### src/rtl/cmul_seq_ctrl_pkg.sv
// Shared constants and state encoding for the complex twiddle-product sequencer.
// Q formats: data q9.7, twiddle q2.14, result q11.5.
package cmul_seq_ctrl_pkg;

  localparam int FRAC_A = 7;
  localparam int FRAC_B = 14;
  localparam int FRAC_R = 5;

  localparam int R_W   = 16;
  localparam int R_MAX = (2 ** (R_W - 1)) - 1;
  localparam int R_MIN = -(2 ** (R_W - 1));

  typedef enum logic [1:0] {
    ST_IDLE  = 2'd0,
    ST_ISSUE = 2'd1,
    ST_WAIT  = 2'd2,
    ST_DONE  = 2'd3
  } state_e;

endpackage

### src/rtl/cmul_seq_ctrl_sat_add.sv
// (W+1)-bit add/subtract reduced back to W bits.
// CMUL_SAT_EN defined: saturate to the W-bit signed range; undefined: two's-complement wrap.
module cmul_sat_add
  import cmul_seq_ctrl_pkg::*;
#(
  parameter int W = R_W
) (
  input  logic signed [W-1:0] a,
  input  logic signed [W-1:0] b,
  input  logic                sub,
  output logic signed [W-1:0] y
);

  logic signed [W:0] a_x;
  logic signed [W:0] b_x;
  logic signed [W:0] sum;
  logic              sum_msb_unused;

  always_comb begin
    a_x = {a[W-1], a};
    b_x = {b[W-1], b};
    sum = sub ? (a_x - b_x) : (a_x + b_x);
`ifdef CMUL_SAT_EN
    // The extra bit disagreeing with the W-bit sign bit means the result left the range.
    if (sum[W] != sum[W-1]) begin
      y = sum[W] ? {1'b1, {(W-1){1'b0}}} : {1'b0, {(W-1){1'b1}}};
    end else begin
      y = sum[W-1:0];
    end
`else
    y = sum[W-1:0];
`endif
  end

  assign sum_msb_unused = sum[W];

endmodule

### src/rtl/cmul_seq_ctrl.sv
// Computes (ar + j*ai)*(wr + j*wi) with one shared external real multiplier, four products serially.
// Optional saturation of the final sums with CMUL_SAT_EN (see cmul_sat_add).
module cmul_seq_ctrl
  import cmul_seq_ctrl_pkg::*;
#(
  parameter int WIDTHa = 16,
  parameter int WIDTHb = 16,
  parameter int WIDTHr = 16
) (
  input  logic              clk,
  input  logic              rst,
  input  logic              in_vld,
  output logic              in_rdy,
  input  logic [WIDTHa-1:0] ar,
  input  logic [WIDTHa-1:0] ai,
  input  logic [WIDTHb-1:0] wr,
  input  logic [WIDTHb-1:0] wi,
  output logic              m_vld_in,
  output logic [WIDTHa-1:0] m_a,
  output logic [WIDTHb-1:0] m_b,
  input  logic              m_vld_out,
  input  logic [WIDTHr-1:0] m_r,
  output logic              out_vld,
  input  logic              out_rdy,
  output logic [WIDTHr-1:0] yr,
  output logic [WIDTHr-1:0] yi
);

  state_e            state_q, state_d;
  logic [1:0]        k_q, k_d, k_nx;
  logic [WIDTHa-1:0] ar_q, ar_d, ai_q, ai_d;
  logic [WIDTHb-1:0] wr_q, wr_d, wi_q, wi_d;
  logic              m_vld_in_q, m_vld_in_d;
  logic [WIDTHa-1:0] m_a_q, m_a_d;
  logic [WIDTHb-1:0] m_b_q, m_b_d;
  logic [WIDTHr-1:0] p_q [4];
  logic [WIDTHr-1:0] p_d [4];
  logic              out_vld_q, out_vld_d;
  logic [WIDTHr-1:0] yr_q, yr_d, yi_q, yi_d;
  logic [WIDTHr-1:0] sum_r, sum_i;

  assign k_nx = k_q + 2'd1;

  cmul_sat_add #(.W(WIDTHr)) u_add_re (
    .a  (p_q[0]),
    .b  (p_q[1]),
    .sub(1'b1),
    .y  (sum_r)
  );

  cmul_sat_add #(.W(WIDTHr)) u_add_im (
    .a  (p_q[2]),
    .b  (p_q[3]),
    .sub(1'b0),
    .y  (sum_i)
  );

  always_comb begin
    state_d    = state_q;
    k_d        = k_q;
    ar_d       = ar_q;
    ai_d       = ai_q;
    wr_d       = wr_q;
    wi_d       = wi_q;
    m_vld_in_d = 1'b0;
    m_a_d      = m_a_q;
    m_b_d      = m_b_q;
    p_d        = p_q;
    out_vld_d  = out_vld_q;
    yr_d       = yr_q;
    yi_d       = yi_q;

    unique case (state_q)
      ST_IDLE: begin
        if (in_vld) begin
          ar_d       = ar;
          ai_d       = ai;
          wr_d       = wr;
          wi_d       = wi;
          k_d        = 2'd0;
          m_a_d      = ar;
          m_b_d      = wr;
          m_vld_in_d = 1'b1;
          state_d    = ST_ISSUE;
        end
      end
      ST_ISSUE: begin
        state_d = ST_WAIT;
      end
      ST_WAIT: begin
        if (m_vld_out) begin
          p_d[k_q] = m_r;
          if (k_q == 2'd3) begin
            state_d = ST_DONE;
          end else begin
            // Order ar*wr, ai*wi, ar*wi, ai*wr: a alternates with k[0], b follows k[1]^k[0].
            k_d        = k_nx;
            m_a_d      = k_nx[0] ? ai_q : ar_q;
            m_b_d      = (k_nx[0] ^ k_nx[1]) ? wi_q : wr_q;
            m_vld_in_d = 1'b1;
            state_d    = ST_ISSUE;
          end
        end
      end
      ST_DONE: begin
        if (!out_vld_q) begin
          out_vld_d = 1'b1;
          yr_d      = sum_r;
          yi_d      = sum_i;
        end else if (out_rdy) begin
          out_vld_d = 1'b0;
          state_d   = ST_IDLE;
        end
      end
      default: state_d = ST_IDLE;
    endcase
  end

  always_ff @(posedge clk or posedge rst) begin
    if (rst) begin
      state_q    <= ST_IDLE;
      k_q        <= '0;
      ar_q       <= '0;
      ai_q       <= '0;
      wr_q       <= '0;
      wi_q       <= '0;
      m_vld_in_q <= 1'b0;
      m_a_q      <= '0;
      m_b_q      <= '0;
      for (int i = 0; i < 4; i++) p_q[i] <= '0;
      out_vld_q  <= 1'b0;
      yr_q       <= '0;
      yi_q       <= '0;
    end else begin
      state_q    <= state_d;
      k_q        <= k_d;
      ar_q       <= ar_d;
      ai_q       <= ai_d;
      wr_q       <= wr_d;
      wi_q       <= wi_d;
      m_vld_in_q <= m_vld_in_d;
      m_a_q      <= m_a_d;
      m_b_q      <= m_b_d;
      p_q        <= p_d;
      out_vld_q  <= out_vld_d;
      yr_q       <= yr_d;
      yi_q       <= yi_d;
    end
  end

  assign in_rdy   = (state_q == ST_IDLE) && !rst;
  assign m_vld_in = m_vld_in_q;
  assign m_a      = m_a_q;
  assign m_b      = m_b_q;
  assign out_vld  = out_vld_q;
  assign yr       = yr_q;
  assign yi       = yi_q;

endmodule
### config.mk
export PLATFORM = sky130hd
export DESIGN_NAME = cmul_seq_ctrl
export DESIGN_NICKNAME = d
export VERILOG_FILES = /design/src/rtl/cmul_seq_ctrl_pkg.sv /design/src/rtl/cmul_seq_ctrl_sat_add.sv /design/src/rtl/cmul_seq_ctrl.sv
export SDC_FILE = /design/constraint.sdc
export NUM_CORES = 1
export LEC_CHECK = 0
export CORE_UTILIZATION = 40
export CTS_CLUSTER_SIZE = 25
export DETAILED_ROUTE_END_ITERATION = 10
export GPL_TIMING_DRIVEN = 1
export PLACE_DENSITY = 0.61
export SYNTH_ARGS = -nofsm -noshare
export SYNTH_HDL_FRONTEND = slang
export SYNTH_HIERARCHICAL = 1
export SYNTH_SLANG_ARGS = --single-unit
### constraint.sdc
create_clock -name clk -period 6.4 [get_ports clk]
set_clock_uncertainty 0.2 [all_clocks]
set_input_delay 1.28 -clock clk [delete_from_list [all_inputs] [get_ports clk]]
set_output_delay 1.28 -clock clk [all_outputs]
set_load 0.03 [all_outputs]
==> reports/metrics.sh, run 1 <==
OUTCOME='finished, final reports clean'
STORAGE_ELEMENT_AREA_SQ_UM=4950
TIMING.FINAL.HOLD_VIOLATIONS=0
CTS_BUFFERS=17
FMAX_MHz=245
DR_TOTAL_VIAS=6829
DRIVE_ABOVE_1_SHARE=0.270
SYNTH_SIMPLE_GATE_AREA_FRAC=0.0741
CTS_SINKS=198
POWERDENSITY_nW_PER_UM2=613
SYNTHARSTFLOPSHARE=1.00
OVERALL_DIE_AREA_SQ_UM=27100
FRACTION_OF_THE_CYCLE_THE_FINAL_WORST_PATH_NEEDS=0.637
MULTI_INPUT_COMB_AREA_SQ_UM=5330
GRT_START_MAX_NET_PINS=146
SYN_TO_FINAL_GROWTH_PCT=22.9
PERIOD_MINUS_SLACK_NS=4.08
DIE_Y_MICRONS=165
SYNTH_COMPOUND_AREA_FRAC=0.0827
YOSYS.AREA_SHARE.XOR_XNOR=0.0506
SYNTH_AREA_LEADERS='dfrtp_1 47%, mux2_2 19%, ha_1 4.3%'
POST_SYNTH_INST_COUNT=831
LAYOUT.NETS=1103
DRCVIOLATIONCOUNT=0
POST_CTS_RESIZE_COUNT=0
POST-CTS-SETUP-BUFFERS=0
MAX-SLEW-MARGIN-REL=0.287
GRT_USAGE=0.173
CORE_AREA_SQ_UM=26000
ARR_TIME_CRIT_PATH_NS=2.60
ANTENNA_FOUND_INITIAL=1
PORT_BUFFERS=151
PLACE.DETAILED.HPWL_MM=15.1
SYNTH_TOP_AREA_CELL='dfrtp_1'
INITIAL_CORE_UTIL=0.407
WL_PER_CELL_MICRONS=16.5
FINAL-INSTANCE-COUNT-EXCL-FILL=1329
SYNTH_TOP_CELLS_BY_COUNT='198 x dfrtp_1, 183 x mux2_2, 46 x xnor2_1'
R2R-END='yi[12]'
SYNTH.LIB_CELLS_USED.DISTINCT=57
INSERTION_DELAY_NS=0.44
TOP_LEVEL_PORTS=152
WORST-PATH-MAX-FANOUT=2
ROWS=59
REG2REG_SETUP_SLACK_NS=2.92
GRT_FIRST_PASS_WIRELENGTH_MM=36.6
CTS_HTREE_LEVELS=4
CRITICAL_PATH_REQUIRED_TIME_NS=4.92
CP-END-KIND='primary output'
DIE_WIDTH_MICRONS=165
DRT-VIAS-PER-INSTANCE=5.14
CTS_TREE='yes'
DRT.ANTENNA.VIOLATING_NETS=0
SYNTH_MOST_COMMON_CELL='dfrtp_1'
SYNTH_TOP_AREA_FRAC=0.468
SYNTH_SEQUENTIAL_AREA_RATIO=0.468
CRITICAL_PATH_CLASS='input port to primary output'
GRT-OVFL-TOTAL=0
VIA_COUNT_OF_THE_FIRST_GLOBAL_ROUTING_PASS=6991
TIMING.HOLD.WORST_PATH_DEPTH=1
PLACED_CELLS_INCL_TAPS=1296
SYN_AREA_SQ_UM=10600
DRV_SLEW=0
SETUP_VIOL_COUNT_FINAL=0
SYNTH_EDF_COUNT=0
R2R_CELLS=14
HOLDBUFCOUNTCTS=0
SYNTH.YOSYS.WARNINGS=6
CLOCK_TREE.BUFFER_DEPTH=2
MAX_SLEW.WORST_PIN.SLEW_NS=1.07
TIMING.CRITICAL_PATH.FROM_TYPE='input port'
FRACTION_OF_THE_MAPPED_NETLIST_AREA_IN_ADDER_CELLS=0.0463
WORST_HOLD_STARTPOINT='yr[3]'
POST_SYNTH_MUX_AREA_SHARE=0.245
DR.FIRST_ITER.DRC_COUNT=339
SYNTH_TOP_FAMILY_BY_AREA='multiplexers'
POSTSYNTH.TOPFLOPCELL='dfrtp_1'
POST_SYNTH.CELL_AREA_AVG_SQ_UM=12.7
CLKSLEWWORSTSETUPHOLDPATHS_NS=0.08
FILLER_CELL_COUNT=2354
RSZ0062_AT_GRT='no'
MAX_CAP_VIOLATIONS=0
HOLD-PATH-ENDPOINT='yr[3]'
CTS.ROOT.BUFFER_CELL='clkbuf_16'
SYNTH-SEQ-CELLS=198
HOLD_CLASS='flip-flop to flip-flop'
GLOBALPLACE.CONGESTION=0.772
WORST_IR_DROP_VDD_V=0.000344
P_LEAK_nW=5.47
POSTROUTEWIRELENGTH_MM=22.0
DRT_FIRST_PASS_ITERS=4
R2R_START='p_q[0]'
FINALSETUPTNS_NS=0
## stage by stage
step | util | setup WS [ns] | power (W) | instance area [sq um] | hold WS, ns
after global routing | 0.501 | 2.29 | 0.00862 | 13000 | 0.324
after floorplan | - | 2.36 | 0.00584 | 10600 | 0.275
final | 0.501 | 2.32 | 0.00798 | 13000 | 0.295
after CTS | 0.501 | 2.32 | 0.00809 | 13000 | 0.302
after global placement | 0.477 | 2.33 | 0.00688 | 12400 | 0.274
after detailed placement | 0.477 | 2.32 | 0.00693 | 12400 | 0.284
## final cells by class
class,instances,area share
flip-flops and latches,198,0.381
clock inverters,14,0.0146
multi-input cells,582,0.410
inverters,21,0.00635
diodes,1,0.000192
clock buffers,18,0.0337
repair buffers,160,0.122
well taps,335,0.0322
## routing by layer
layer | track usage | routed length, microns | vias to the layer above
met2 | 0.277 | 10200 | 144
li1 | - | - | 3281
met1 | 0.232 | 10400 | 3393
met4 | 0.0292 | 120 | 2
met5 | 0 | 13 | -
met3 | 0.0532 | 1150 | 9
## flip-flops by register name, indices dropped and copies added, names as in the netlist, 16 cells and up
register  count
yi           16
wr_q         16
m_b          16
wi_q         16
yr           16
p_q          64
ar_q         16
m_a          16
ai_q         16
## worst max-delay path by stage
stage	cells after the start	slack [ns]	start	end
final	3	2.32	rst	in_rdy
after floorplan	1	2.36	rst	ai_q[0]
after global placement	3	2.33	rst	in_rdy
after CTS	3	2.32	rst	in_rdy
after global routing	3	2.29	rst	in_rdy
after detailed placement	5	2.32	m_vld_out	m_a[14]
## layout by cell type (no fill, tap or decap), types with 8 or more instances in the layout
cell type / instances
a21oi_1: 35
a31oi_1: 8
buf_4: 8
clkbuf_16: 17
clkdlybuf4s50_1: 151
conb_1: 12
dfrtp_1: 198
ha_1: 36
inv_1: 20
mux2_2: 183
mux2_4: 20
mux2i_1: 18
nand2_1: 17
nand2b_1: 12
nand3b_1: 32
nor2_1: 28
o21a_1: 18
o21ai_0: 13
o32a_1: 16
xnor2_1: 46
xor2_1: 12
## logic make-up (layout without fill, tap and decap cells)
kind of cell               Yosys count  after routing
other                                2             13
xor gates and xnor gates            59             59
muxes                              226            226
buffers and inverters               61            213
and+or+nand+nor                    128            128
DFF                                198            198
adders and majority gates           38             38
AOI/OAI and AO/OA                  119            119
## power by group
part / internal (W) / total [W] / switching [W] / leakage, nW
Sequential: 0.00190 / 0.00234 / 0.000442 / 2.36
Clock: 0.000549 / 0.00111 / 0.000565 / 0.304
Combinational: 0.00232 / 0.00453 / 0.00221 / 2.80
Total: 0.00477 / 0.00798 / 0.00321 / 5.47
## critical path: stages
cell	delay, ns
clkdlybuf4s50_1	0.45
nor3_1	0.16
clkdlybuf4s50_1	0.70
No activity file was read; power rests on OpenSTA's default activity.
==> run 2: changes to the inputs <==
PLACE_DENSITY = 0.59   (was 0.61)
clock period = 4.05 ns   (was 6.4 ns; I/O delays follow)
==> reports/metrics.sh, run 2 (synthesis gave the netlist of run 1 again) <==
OUTCOME='finished, final reports clean'  # unchanged
GLOBALPLACE.CONGESTION=0.806  # was 0.772
MAX_CAP_VIOLATIONS=0  # unchanged
POST-CTS-SETUP-BUFFERS=0  # unchanged
VIA_COUNT_OF_THE_FIRST_GLOBAL_ROUTING_PASS=7205  # was 6991
FINALSETUPTNS_NS=0  # unchanged
ROWS=59  # unchanged
P_LEAK_nW=5.52  # was 5.47 nW
GRT_USAGE=0.178  # was 0.173
INSERTION_DELAY_NS=0.44  # about the same
MOST_COMMON_CELL_AFTER_LAYOUT_FILL_AND_TAPS_ASIDE='dfrtp_1'  # unchanged
PLACED_CELLS_INCL_TAPS=1301  # was 1296
TOP_REGISTER='p_q'  # unchanged
WORSTPATHCELLLIST='inv_1, ha_1, nand2b_1, or4_1, nor3_1, nor2_1, xnor2_1, ha_1, nand4_1, o22a_2, or3_1, a31oi_1, xnor2_1, mux2_2'  # was clkdlybuf4s50_1, nor3_1, clkdlybuf4s50_1
DIE_Y_MICRONS=165  # unchanged
FILLER_CELL_COUNT=2305  # was 2354
CLKSLEWWORSTSETUPHOLDPATHS_NS=0.08  # about the same
CP-END-KIND='flip-flop'  # was primary output
TOP_LEVEL_PORTS=152  # unchanged
DRT.ANTENNA.VIOLATING_NETS=0  # unchanged
CORE_AREA_SQ_UM=26000  # unchanged
CRITICAL_PATH_REQUIRED_TIME_NS=4.18  # was 4.92 ns
CTS_BUFFERS=17  # unchanged
ARR_TIME_CRIT_PATH_NS=3.65  # was 2.60 ns
CPMAXSTAGEDELAYCELL='or4_1'  # was clkdlybuf4s50_1
FRACTION_OF_THE_CYCLE_THE_FINAL_WORST_PATH_NEEDS=0.870
INITIAL_CORE_UTIL=0.407  # unchanged
GRT-OVFL-TOTAL=0  # unchanged
HOLDWS_NS=0.297  # was 0.295 ns
DRV_SLEW=0  # unchanged
DR_TOTAL_VIAS=6937  # was 6829
CTS_HTREE_LEVELS=4  # unchanged
WORST_IR_DROP_VDD_V=0.000524  # was 0.000344 V
ANTENNA_FOUND_INITIAL=1  # unchanged
GRT_START_MAX_NET_PINS=81  # was 146
MAX-SLEW-MARGIN-REL=0.443  # was 0.287
POST_CTS_RESIZE_COUNT=0  # unchanged
DRIVE_ABOVE_1_SHARE=0.274  # was 0.270
POWERDENSITY_nW_PER_UM2=972  # was 613 nW/um^2
DRT_FIRST_PASS_ITERS=5  # was 4
TIMING.FINAL.HOLD_VIOLATIONS=0  # unchanged
LAYOUT.NETS=1108  # was 1103
MAX_SLEW.WORST_PIN.SLEW_NS=0.835  # was 1.07 ns
CRITICAL-PATH-MAX-STAGE-DELAY_NS=0.48  # was 0.70 ns
FINAL-INSTANCE-COUNT-EXCL-FILL=1334  # was 1329
CLOCK_TREE.BUFFER_DEPTH=2  # unchanged
HOLD_CLASS='flip-flop to flip-flop'  # unchanged
DRT-VIAS-PER-INSTANCE=5.20  # was 5.14
PERIOD_MINUS_SLACK_NS=3.52
CRITPATHTOPFAMILY='simple AND/OR/NAND/NOR gates'  # was buffers and inverters
HOLDBUFCOUNTCTS=0  # unchanged
DR.FIRST_ITER.DRC_COUNT=363  # was 339
FMAX_MHz=284
WORST-PATH-MAX-FANOUT=5  # was 2
PORT_BUFFERS=151  # unchanged
RSZ0062_AT_GRT='no'  # unchanged
POSTROUTEWIRELENGTH_MM=22.4  # was 22.0 mm
PLACE.DETAILED.HPWL_MM=15.3  # was 15.1 mm
WL_PER_CELL_MICRONS=16.8  # was 16.5 microns
CRITICAL_PATH_CLASS='flip-flop to flip-flop'  # was input port to primary output
CTS.ROOT.BUFFER_CELL='clkbuf_16'  # unchanged
MOST-COMMON-LAYOUT-CELLS='198 x dfrtp_1, 183 x mux2_2, 151 x clkdlybuf4s50_1'  # unchanged
GRT_FIRST_PASS_WIRELENGTH_MM=37.3  # was 36.6 mm
DRCVIOLATIONCOUNT=0  # unchanged
DIE_WIDTH_MICRONS=165  # unchanged
TIMING.CRITICAL_PATH.FROM_TYPE='flip-flop'  # was input port
OVERALL_DIE_AREA_SQ_UM=27100  # unchanged
CTS_SINKS=198  # unchanged
CRIT_BUF_INV=1  # was 2
SETUP_VIOL_COUNT_FINAL=0  # unchanged
LARGEST_REGISTER_FFS=64  # unchanged
SYN_TO_FINAL_GROWTH_PCT=23.8  # was 22.9%
CTS_TREE='yes'  # unchanged
-- run 2: per-stage QoR --
stage                     area, sq um  power [W]  utilization  setup slack, ns
after floorplan                 10600    0.00923            -            0.480
after global placement          12400     0.0109        0.479            0.626
after detailed placement        12400     0.0110        0.479            0.581
after CTS                       13100     0.0129        0.504            0.553
after global routing            13100     0.0138        0.504            0.262
final                           13100     0.0127        0.504            0.528
-- run 2: power breakdown --
group	internal [W]	switching (W)	total, W
sequential	0.00300	0.000667	0.00366
clock	0.000923	0.000918	0.00184
combinational	0.00369	0.00354	0.00723
total	0.00761	0.00512	0.0127
-- run 2: final timing paths --
path                       startpoint  slack (ns)  cells past startpoint       end
setup / recovery               p_q[0]        0.53                     14    yi[12]
hold / removal                  yr[3]        0.30                      1     yr[3]
setup reg to reg               p_q[0]        0.53                     14    yi[12]
hold reg to reg                 yr[3]        0.30                      1     yr[3]
max in group asynchronous         rst        2.53                      3   p_q[55]
min in group asynchronous         rst        0.68                      3  wi_q[14]
-- run 2: layout make-up --
| class | count | area, sq um | share of cell area |
|---|---|---|---|
| multi-input cells | 582 | 5330 | 0.407 |
| flip-flops and latches | 198 | 4950 | 0.378 |
| repair buffers | 165 | 1650 | 0.126 |
| clock buffers | 17 | 425 | 0.0325 |
| well taps | 335 | 419 | 0.0320 |
| clock inverters | 15 | 230 | 0.0176 |
| inverters | 21 | 82.6 | 0.00630 |
| diodes | 1 | 2.50 | 0.000191 |
-- run 2: routing by layer --
metal	share of wire	GRT usage
met1	0.46	0.233
met4	0.0082	0.0434
met2	0.47	0.285
met5	0	0
met3	0.066	0.0555
==> run 3: changes to the inputs <==
clock period = 3.3 ns   (was 4.05 ns; I/O delays follow)
==> reports/metrics.sh, run 3 (synthesis gave the netlist of run 1 again) <==
MAX_SLEW.WORST_PIN.SLEW_NS=0.745  # was 0.835 ns
MOST_COMMON_CELL_AFTER_LAYOUT_FILL_AND_TAPS_ASIDE='dfrtp_1'  # unchanged
CP-END-KIND='flip-flop'  # unchanged
RSZ0062_AT_GRT='yes'  # was no
DRT_FIRST_PASS_ITERS=6  # was 5
P_LEAK_nW=5.60  # was 5.52 nW
CTS.ROOT.BUFFER_CELL='clkbuf_16'  # unchanged
DR_TOTAL_VIAS=6976  # was 6937
WORST_HOLD_STARTPOINT='yr[5]'  # was yr[3]
STORAGE_ELEMENT_AREA_SQ_UM=4950  # unchanged
MAX-SLEW-MARGIN-REL=0.502  # was 0.443
DRV_SLEW=0  # unchanged
CTS_BUFFERS=17  # unchanged
CTS_SINKS=198  # unchanged
CLKSLEWWORSTSETUPHOLDPATHS_NS=0.08  # about the same
WORST_IR_DROP_VDD_V=0.000582  # was 0.000524 V
POSTLAYOUTSETUPSLACKWORST_NS=-0.0701  # was 0.528 ns
FINAL_CORE_AREA_UTILIZATION=0.512  # was 0.504
PLACE.DETAILED.HPWL_MM=15.2  # was 15.3 mm
POWERDENSITY_nW_PER_UM2=1210  # was 972 nW/um^2
DRT-VIAS-PER-INSTANCE=5.16  # was 5.20
FINAL-INSTANCE-COUNT-EXCL-FILL=1351  # was 1334
DRCVIOLATIONCOUNT=0  # unchanged
FMAX_MHz=297  # was 284 MHz
GLOBALPLACE.CONGESTION=0.787  # was 0.806
INSERTION_DELAY_NS=0.44  # about the same
TOP_REGISTER='p_q'  # unchanged
TIMING.FINAL.HOLD_VIOLATIONS=0  # unchanged
PORT_BUFFERS=151  # unchanged
POSTROUTEWIRELENGTH_MM=22.8  # was 22.4 mm
ROWS=59  # unchanged
TOP_LEVEL_PORTS=152  # unchanged
ANTENNA_FOUND_INITIAL=2  # was 1
CLOCK_TREE.BUFFER_DEPTH=2  # unchanged
CRITICAL_PATH_CLASS='flip-flop to flip-flop'  # unchanged
WORST-PATH-MAX-FANOUT=4  # was 5
MAX_CAP_VIOLATIONS=0  # unchanged
CTS_TREE='yes'  # unchanged
DR.FIRST_ITER.DRC_COUNT=311  # was 363
SYN_TO_FINAL_GROWTH_PCT=25.6  # was 23.8%
DIE_Y_MICRONS=165  # unchanged
CP-STARTPOINT='p_q[0]'  # unchanged
CRITICAL_PATH_REQUIRED_TIME_NS=3.42  # was 4.18 ns
MULTI_INPUT_COMB_AREA_SQ_UM=5430  # was 5330 sq um
DIE_WIDTH_MICRONS=165  # unchanged
DRT.ANTENNA.VIOLATING_NETS=0  # unchanged
GRT_FIRST_PASS_WIRELENGTH_MM=38.1  # was 37.3 mm
VIOLATIONS='setup timing'
CORE_AREA_SQ_UM=26000  # unchanged
FRACTION_OF_THE_CYCLE_THE_FINAL_WORST_PATH_NEEDS=1.02  # was 0.870
HOLDBUFCOUNTCTS=0  # unchanged
SETUP_VIOL_COUNT_FINAL=3  # was 0
LARGEST_REGISTER_FFS=64  # unchanged
PERIOD_MINUS_SLACK_NS=3.37  # was 3.52 ns
GRT-OVFL-TOTAL=0  # unchanged
DRIVE_ABOVE_1_SHARE=0.300  # was 0.274
PLACED_CELLS_INCL_TAPS=1313  # was 1301
ARR_TIME_CRIT_PATH_NS=3.49  # was 3.65 ns
HOLDWS_NS=0.296  # was 0.297 ns
LAYOUT.NETS=1125  # was 1108
OUTCOME='complete, but fails checks'  # was finished, final reports clean
GRT_USAGE=0.179  # was 0.178
VIA_COUNT_OF_THE_FIRST_GLOBAL_ROUTING_PASS=7284  # was 7205
GRT_START_MAX_NET_PINS=133  # was 81
MOST-COMMON-LAYOUT-CELLS='198 x dfrtp_1, 183 x mux2_2, 151 x clkdlybuf4s50_1'  # unchanged
WL_PER_CELL_MICRONS=16.9  # was 16.8 microns
INITIAL_CORE_UTIL=0.407  # unchanged
CTS_HTREE_LEVELS=4  # unchanged
TIMING.CRITICAL_PATH.FROM_TYPE='flip-flop'  # unchanged
R2R_START='p_q[0]'  # unchanged
OVERALL_DIE_AREA_SQ_UM=27100  # unchanged
FILLER_CELL_COUNT=2359  # was 2305
HOLD_CLASS='flip-flop to flip-flop'  # unchanged
## run 3: cell count changes in the layout (fill, tap and decap cells not counted), sizes merged
cell / change
inv: +1
clkinv: -1
buf: +17
bufinv: -1
clkbuf: +1
## run 3: power breakdown
group / leakage (nW) / switching (W) / internal (W)
clock network: 0.304 / 0.00112 / 0.00107
logic: 2.93 / 0.00456 / 0.00487
registers: 2.36 / 0.000800 / 0.00368
## run 3: path summary, 6_finish.rpt
| check | to | slack [ns] | depth (start not counted) |
|---|---|---|---|
| worst max-delay path | yi[15] | -0.07 | 14 |
| worst min-delay path | yr[5] | 0.30 | 1 |
| worst max register to register | yi[15] | -0.07 | 14 |
| worst min register to register | yr[5] | 0.30 | 1 |
| max in group asynchronous | yi[8] | 1.71 | 3 |
| min in group asynchronous | wi_q[13] | 0.52 | 3 |
## run 3: through the flow
| step | total power (W) | setup TNS [ns] | worst slack (ns) | instance area (sq um) |
|---|---|---|---|---|
| CTS | 0.0160 | -0.0185 | -0.0185 | 13200 |
| detailed placement | 0.0137 | -0.153 | -0.0881 | 12500 |
| finish | 0.0161 | -0.167 | -0.0701 | 13300 |
| global route | 0.0174 | -0.970 | -0.244 | 13300 |
| global placement | 0.0136 | -0.0915 | -0.0562 | 12500 |
| floorplan | 0.0113 | -23.83 | -0.120 | 10600 |
## run 3: area by class of cell
| type | instances | area share |
|---|---|---|
| Tap cell | 335 | 0.0315 |
| Clock inverter | 14 | 0.0139 |
| Inverter | 21 | 0.00621 |
| Antenna cell | 1 | 0.000188 |
| Sequential cell | 198 | 0.373 |
| Timing Repair Buffer | 182 | 0.134 |
| Multi-Input combinational cell | 582 | 0.409 |
| Clock buffer | 18 | 0.0330 |
## run 3: worst max-delay path: stages (launching register included)
cell	delay [ns]
dfrtp_1	0.38
inv_1	0.07
ha_2	0.18
nand2b_1	0.09
or4_4	0.46
nor3_4	0.15
nor2_1	0.07
xnor2_1	0.12
ha_1	0.35
buf_4	0.13
o211ai_1	0.12
o31ai_2	0.35
o22ai_1	0.16
xnor2_1	0.15
mux2_2	0.26
## run 3: timing repair
item | CTS | global route
buffers inserted | 0 | 5
resized for setup | 5 | 16
pin swaps | 0 | 10
endpoints found under the setup margin | 4 | 5
## run 3: metal layers
metal | global-route usage | wire length (microns) | up-vias | part of all wire
met1 | 0.235 | 10500 | 3495 | 0.46
met4 | 0.0379 | 179 | 0 | 0.0079
li1 | - | - | 3334 | -
met5 | 0 | 0 | - | 0
met3 | 0.0568 | 1390 | 15 | 0.061
met2 | 0.290 | 10700 | 132 | 0.47
==> patch 1, RTL diff (flow settings as in run 2) <==
The option `CMUL_SAT_EN` is turned on by a define.
--- a/src/rtl/cmul_seq_ctrl_sat_add.sv
+++ b/src/rtl/cmul_seq_ctrl_sat_add.sv
@@ -1,5 +1,7 @@
 // (W+1)-bit add/subtract reduced back to W bits.
 // CMUL_SAT_EN defined: saturate to the W-bit signed range; undefined: two's-complement wrap.
+`define CMUL_SAT_EN
+
 module cmul_sat_add
   import cmul_seq_ctrl_pkg::*;
 #(
Formal check against the unedited RTL: same outputs for any inputs over 4 cycles, from zero or initial values and one cycle with rst high; that may be too few to reach the edited logic, so the function may still have changed.
==> patch 1 against run 2 <==
- sequential cell count unchanged
- wire length rose by 12%
- via count up 9.3%
- die area grew 5.6%
- fmax shrank 11%
- global-route usage rose by 0.37 points
- setup slack lost 0.42 ns
- final area grew 5.4%
- synthesized cell count increased by 9.4%
- synthesized area grew 5.7%
- critical path type unchanged
- largest cell class unchanged
Power is not shown: default switching activity piles up to over one toggle a cycle in this logic, so the estimate is an artifact.
==> patch 1: results (changes against run 2) <==
Share of layout cells above drive strength 1 - 0.284 (was 0.274)
Largest net degree at the start of global routing - 76 (was 81)
Largest register FFs - 64 (unchanged)
Crit path max-delay family - compound AO/OA/AOI/OAI gates (was simple AND/OR/NAND/NOR gates)
# hold bufs at CTS - 0 (unchanged)
# nets final - 1197 (was 1108)
Mux share of post-synthesis cell area - 0.232 (was 0.245)
First-iteration detailed-routing DRC count - 347 (was 363)
Yosys cell types - 69 (was 57)
Worst Path Max Fanout - 8 (was 5)
Vias per inst - 5.21 (was 5.20)
Crit path DAT - 4.07 ns (was 3.65 ns)
Clock slew at reported path FFs - 0.07 ns
Placer Congestion - 0.796 (was 0.806)
Gr usage total - 0.182 (was 0.178)
H-tree lvl count - 4 (unchanged)
Dpl hpwl - 17.3 mm (was 15.3 mm)
Synth Area in Compound Gates - 0.103 (was 0.0827)
Xor and xnor area share after synthesis - 0.0485 (was 0.0506)
IO Port Bufs - 151 (unchanged)
Fill count - 2453 (was 2305)
Initial antenna violation count - 0 (was 1)
Max-Cap Viols - 0 (unchanged)
Top cells by area, synth - dfrtp_1 (44%), mux2_2 (18%), ha_1 (4.3%) (was dfrtp_1 (47%), mux2_2 (19%), ha_1 (4.3%))
Commonest cells post-synth - dfrtp_1 (198), mux2_2 (183), xnor2_1 (47), a21oi_1 (40), ha_1 (38) (was dfrtp_1 (198), mux2_2 (183), xnor2_1 (46), ha_1 (36), a21oi_1 (35))
Crit-path max cell delay - 0.43 ns (was 0.48 ns)
First-pass GRT wire length - 41.3 mm (was 37.3 mm)
Outcome - complete, no violations (unchanged)
Worst Tran Pin Value - 0.963 ns (was 0.835 ns)
Area share of fa/ha/maj cells after synthesis - 0.0632 (was 0.0463)
Top reg by flops - p_q (unchanged)
HP Class - flip-flop to flip-flop (unchanged)
CTS max path bufs - 2 (unchanged)
Drt pass-1 iters - 6 (was 5)
Worst skew pair latency - 0.45 ns
Num CTS Buffers - 17 (unchanged)
CTS root buf - clkbuf_16 (unchanged)
Vias in the first global route - 7822 (was 7205)
WL per Instance - 17.2 microns (was 16.8 microns)
Slowest CP cell - dfrtp_1 (was or4_1)
Ys async rst share - 1.00 (unchanged)
Seq/Total Area, Yosys - 0.443 (was 0.468)
Yosys warns - 6 (unchanged)
==> patch 1: cell types whose count changed after synthesis, moves of 5 or more <==
cell	delta
and2_1	+5
a21o_1	+5
a21oi_1	+5
o21a_1	+5
nand2_1	+8
a31oi_1	+5
o21ai_0	+12
maj3_2	+9
maj3_1	+9
nor3_1	+7
==> patch 1: final timing paths <==
path	startpoint	slack (ns)	end	depth (start not counted)
worst min register to register	yr[5]	0.30	yr[5]	1
min in group asynchronous	rst	0.66	wi_q[9]	2
max in group asynchronous	rst	2.11	ar_q[5]	3
worst max register to register	p_q[5]	0.11	yi[10]	15
worst min-delay path	yr[5]	0.30	yr[5]	1
worst max-delay path	p_q[5]	0.11	yi[10]	15
==> patch 1: final cells by class <==
type | instances | area share
multi-input combinational | 656 | 0.431
clock inverter | 14 | 0.0112
antenna | 1 | 0.000181
tap | 372 | 0.0337
timing repair buffer | 176 | 0.128
sequential | 198 | 0.359
clock buffer | 17 | 0.0308
inverter | 23 | 0.00652
==> patch 1: logic make-up after synthesis <==
kind of cell / Yosys count
other cells: 2
mux: 226
xor+xnor: 59
flops: 198
buf+inv: 67
simple gates: 136
fa+ha+maj: 58
compound gates: 163
==> patch 1: repair_timing <==
action | 4_1_cts | 5_1_grt
endpoints found under the hold margin | 0 | 0
endpoints found under the setup margin | 0 | 15
resized for setup | 0 | 18
setup buffers | 0 | 2
==> patch 1: worst register-to-register path, delay by kind of cell (launching register included) <==
kind,cells,cell delay [ns]
AOI/OAI and AO/OA,6,1.18
and+or+nand+nor,3,0.63
adders and majority gates,2,0.61
DFF,1,0.43
xor gates and xnor gates,2,0.31
muxes,1,0.27
buffers and inverters,1,0.20
==> patch 1: per-layer routing <==
metal | up-vias | routed length (microns) | global-route usage
met2 | 152 | 11800 | 0.299
met3 | 16 | 1480 | 0.0515
met4 | 0 | 259 | 0.0466
li1 | 3628 | - | -
met5 | - | 0 | 0
met1 | 3788 | 11400 | 0.234
==> patch 1: stage by stage <==
stage / cells / util / setup WS (ns) / area [sq um] / hold slack, ns
after floorplan: 921 / - / 0.357 / 11200 / 0.275
after global placement: 1422 / 0.483 / 0.173 / 13100 / 0.279
after detailed placement: 1422 / 0.483 / 0.129 / 13100 / 0.287
after CTS: 1453 / 0.505 / 0.0971 / 13700 / 0.303
after global routing: 1456 / 0.508 / -0.134 / 13800 / 0.313
final: 1457 / 0.508 / 0.111 / 13800 / 0.296
==> patch 2, RTL diff (settings of run 2) <==
Made on the original files. Make the reset (`rst`) synchronous in one clocked block.
--- a/src/rtl/cmul_seq_ctrl.sv
+++ b/src/rtl/cmul_seq_ctrl.sv
@@ -116,7 +116,7 @@
     endcase
   end
 
-  always_ff @(posedge clk or posedge rst) begin
+  always_ff @(posedge clk) begin
     if (rst) begin
       state_q    <= ST_IDLE;
       k_q        <= '0;
Behaviour: differs if rst is asserted again (counterexample within 4 cycles, from zero or initial values and one cycle with rst high); with rst held inactive, the same outputs for 10 cycles.
==> patch 2 against run 2 <==
- sequential share of layout area is 5.1 points lower
- non-clock buffer count is 1 higher
- final area is 7.6% lower
- synthesized area is 6.3% lower
- sequential cell count stayed put
- wire length is 17% higher
- setup slack better by 0.24 ns
- largest cell class unchanged
- highest routed layer unchanged
Power is not compared: it rests on default switching activity, and its combinational part moved more than twofold at a synthesized area within 25%.
==> patch 2: results (changes against run 2) <==
Placer Congestion - 0.804 (was 0.806)
Seq/Total Area, Yosys - 0.400 (was 0.468)
Vias per inst - 5.15 (was 5.20)
Yosys warns - 6 (unchanged)
CTS root buf - clkbuf_16 (unchanged)
Vias in the first global route - 8207 (was 7205)
Post-CTS Setup Bufs - 0 (unchanged)
WL per Instance - 15.5 microns (was 16.8 microns)
Largest net degree at the start of global routing - 94 (was 81)
Setup WS pre-CTS - 0.781 ns (was 0.581 ns)
Crit path DAT - 3.44 ns (was 3.65 ns)
Ys async rst share - 0 (was 1.00)
Top reg by flops - p_q (unchanged)
Drt pass-1 iters - 4 (was 5)
Num CTS Buffers - 17 (unchanged)
H-tree lvl count - 4 (unchanged)
Share of layout cells above drive strength 1 - 0.0689 (was 0.274)
Switching Fraction - 0.291
Syn_area_per_cell - 7.99 sq um (was 12.7 sq um)
Via count - 8694 (was 6937)
IO Port Bufs - 151 (unchanged)
First-pass GRT wire length - 42.4 mm (was 37.3 mm)
Antenna Cells - 0 (was 1)
Leakage - 4.29 nW
Dpl hpwl - 17.6 mm (was 15.3 mm)
Fill count - 2424 (was 2305)
Placement Cell Area - 0.0115 sq mm (was 0.0124 sq mm)
Worst Path Max Fanout - 5 (unchanged)
Outcome - complete, no violations (unchanged)
Yosys cell types - 58 (was 57)
Commonest cells post-synth - nand2_1 (352), a21oi_1 (215), dfxtp_1 (198), xnor2_1 (46), nand3_1 (38) (was dfrtp_1 (198), mux2_2 (183), xnor2_1 (46), ha_1 (36), a21oi_1 (35))
Peak supply drop - 0.203 mV
Largest register FFs - 64 (unchanged)
Slew HR - 0.312 (was 0.443)
Grt ovf - 0 (unchanged)
CTS max path bufs - 2 (unchanged)
Initial antenna violation count - 1 (unchanged)
Cell total after placement - 1657 (was 1301)
First-iteration detailed-routing DRC count - 387 (was 363)
Gr usage total - 0.205 (was 0.178)
# nets final - 1476 (was 1108)
Worst skew pair latency - 0.45 ns
HP Class - flip-flop to flip-flop (unchanged)
Clock slew at reported path FFs - 0.08 ns (about the same)
Top cells by area, synth - dfxtp_1 (40%), nand2_1 (13%), a21oi_1 (11%) (was dfrtp_1 (47%), mux2_2 (19%), ha_1 (4.3%))
CTS resizes - 0 (unchanged)
[patch 2: changes by cell type in the layout (fill, tap and decap cells not counted), moves of 17 or more]
cell and delta:
a21oi_1 +180, nand3b_1 -31, nand3_1 +36, dfrtp_1 -198
nand2_1 +335, mux2_4 -20, nor3_1 +17, mux2_2 -167
dfxtp_1 +198
[patch 2: logic make-up (layout without fill, tap and decap cells)]
group                      count (synthesis)  in the layout  synth area share
adders and majority gates                 39             39            0.0507
DFF                                      198            198             0.400
muxes                                     34             34            0.0363
buffers and inverters                    107            221            0.0559
xor gates and xnor gates                  60             60            0.0556
and+or+nand+nor                          505            505             0.229
other                                      2             12          0.000757
AOI/OAI and AO/OA                        296            296             0.173
[patch 2: routing by layer]
layer | vias to the layer above | track usage | part of all wire
met5 | - | 0 | 0
met4 | 0 | 0.0511 | 0.012
met3 | 23 | 0.0375 | 0.044
met2 | 176 | 0.344 | 0.47
met1 | 4048 | 0.270 | 0.47
li1 | 4447 | - | -
[patch 2: worst paths after layout]
kind | start | end | slack, ns | depth (start not counted)
hold / removal | yr[11] | yr[11] | 0.25 | 2
setup / recovery | p_q[0] | yi[12] | 0.77 | 15
setup reg to reg | p_q[0] | yi[12] | 0.77 | 15
hold reg to reg | yr[11] | yr[11] | 0.25 | 2
[patch 2: final cells by class]
| class | count | area, sq um | area share |
|---|---|---|---|
| multi-input cells | 946 | 5450 | 0.450 |
| flip-flops and latches | 198 | 3960 | 0.327 |
| repair buffers | 166 | 1630 | 0.134 |
| clock buffers | 18 | 429 | 0.0354 |
| well taps | 324 | 405 | 0.0335 |
| clock inverters | 14 | 149 | 0.0123 |
| inverters | 23 | 86.3 | 0.00713 |
[patch 2: power by group through the flow]
| stage | sequential, mW | combinational (mW) | clock (mW) |
|---|---|---|---|
| 2_1_floorplan | 2.17 | 0.358 | 0 |
| 3_3_place_gp | 2.12 | 0.648 | 0 |
| 3_5_place_dp | 2.12 | 0.652 | 0 |
| 4_1_cts | 2.08 | 0.655 | 1.74 |
| 5_1_grt | 2.09 | 0.708 | 1.82 |
| 6_report | 2.08 | 0.651 | 1.70 |
[patch 2: critical path, stage by stage, from the launching register on]
cell	delay, ns
dfxtp_1	0.33
inv_1	0.06
ha_1	0.15
nand2b_1	0.07
or4_1	0.45
nor3_1	0.21
nor2_1	0.08
xnor2_1	0.13
ha_1	0.37
nand4_1	0.12
o22a_2	0.23
or3_1	0.30
a31oi_1	0.20
xnor2_1	0.14
nand2_1	0.07
a21oi_1	0.11
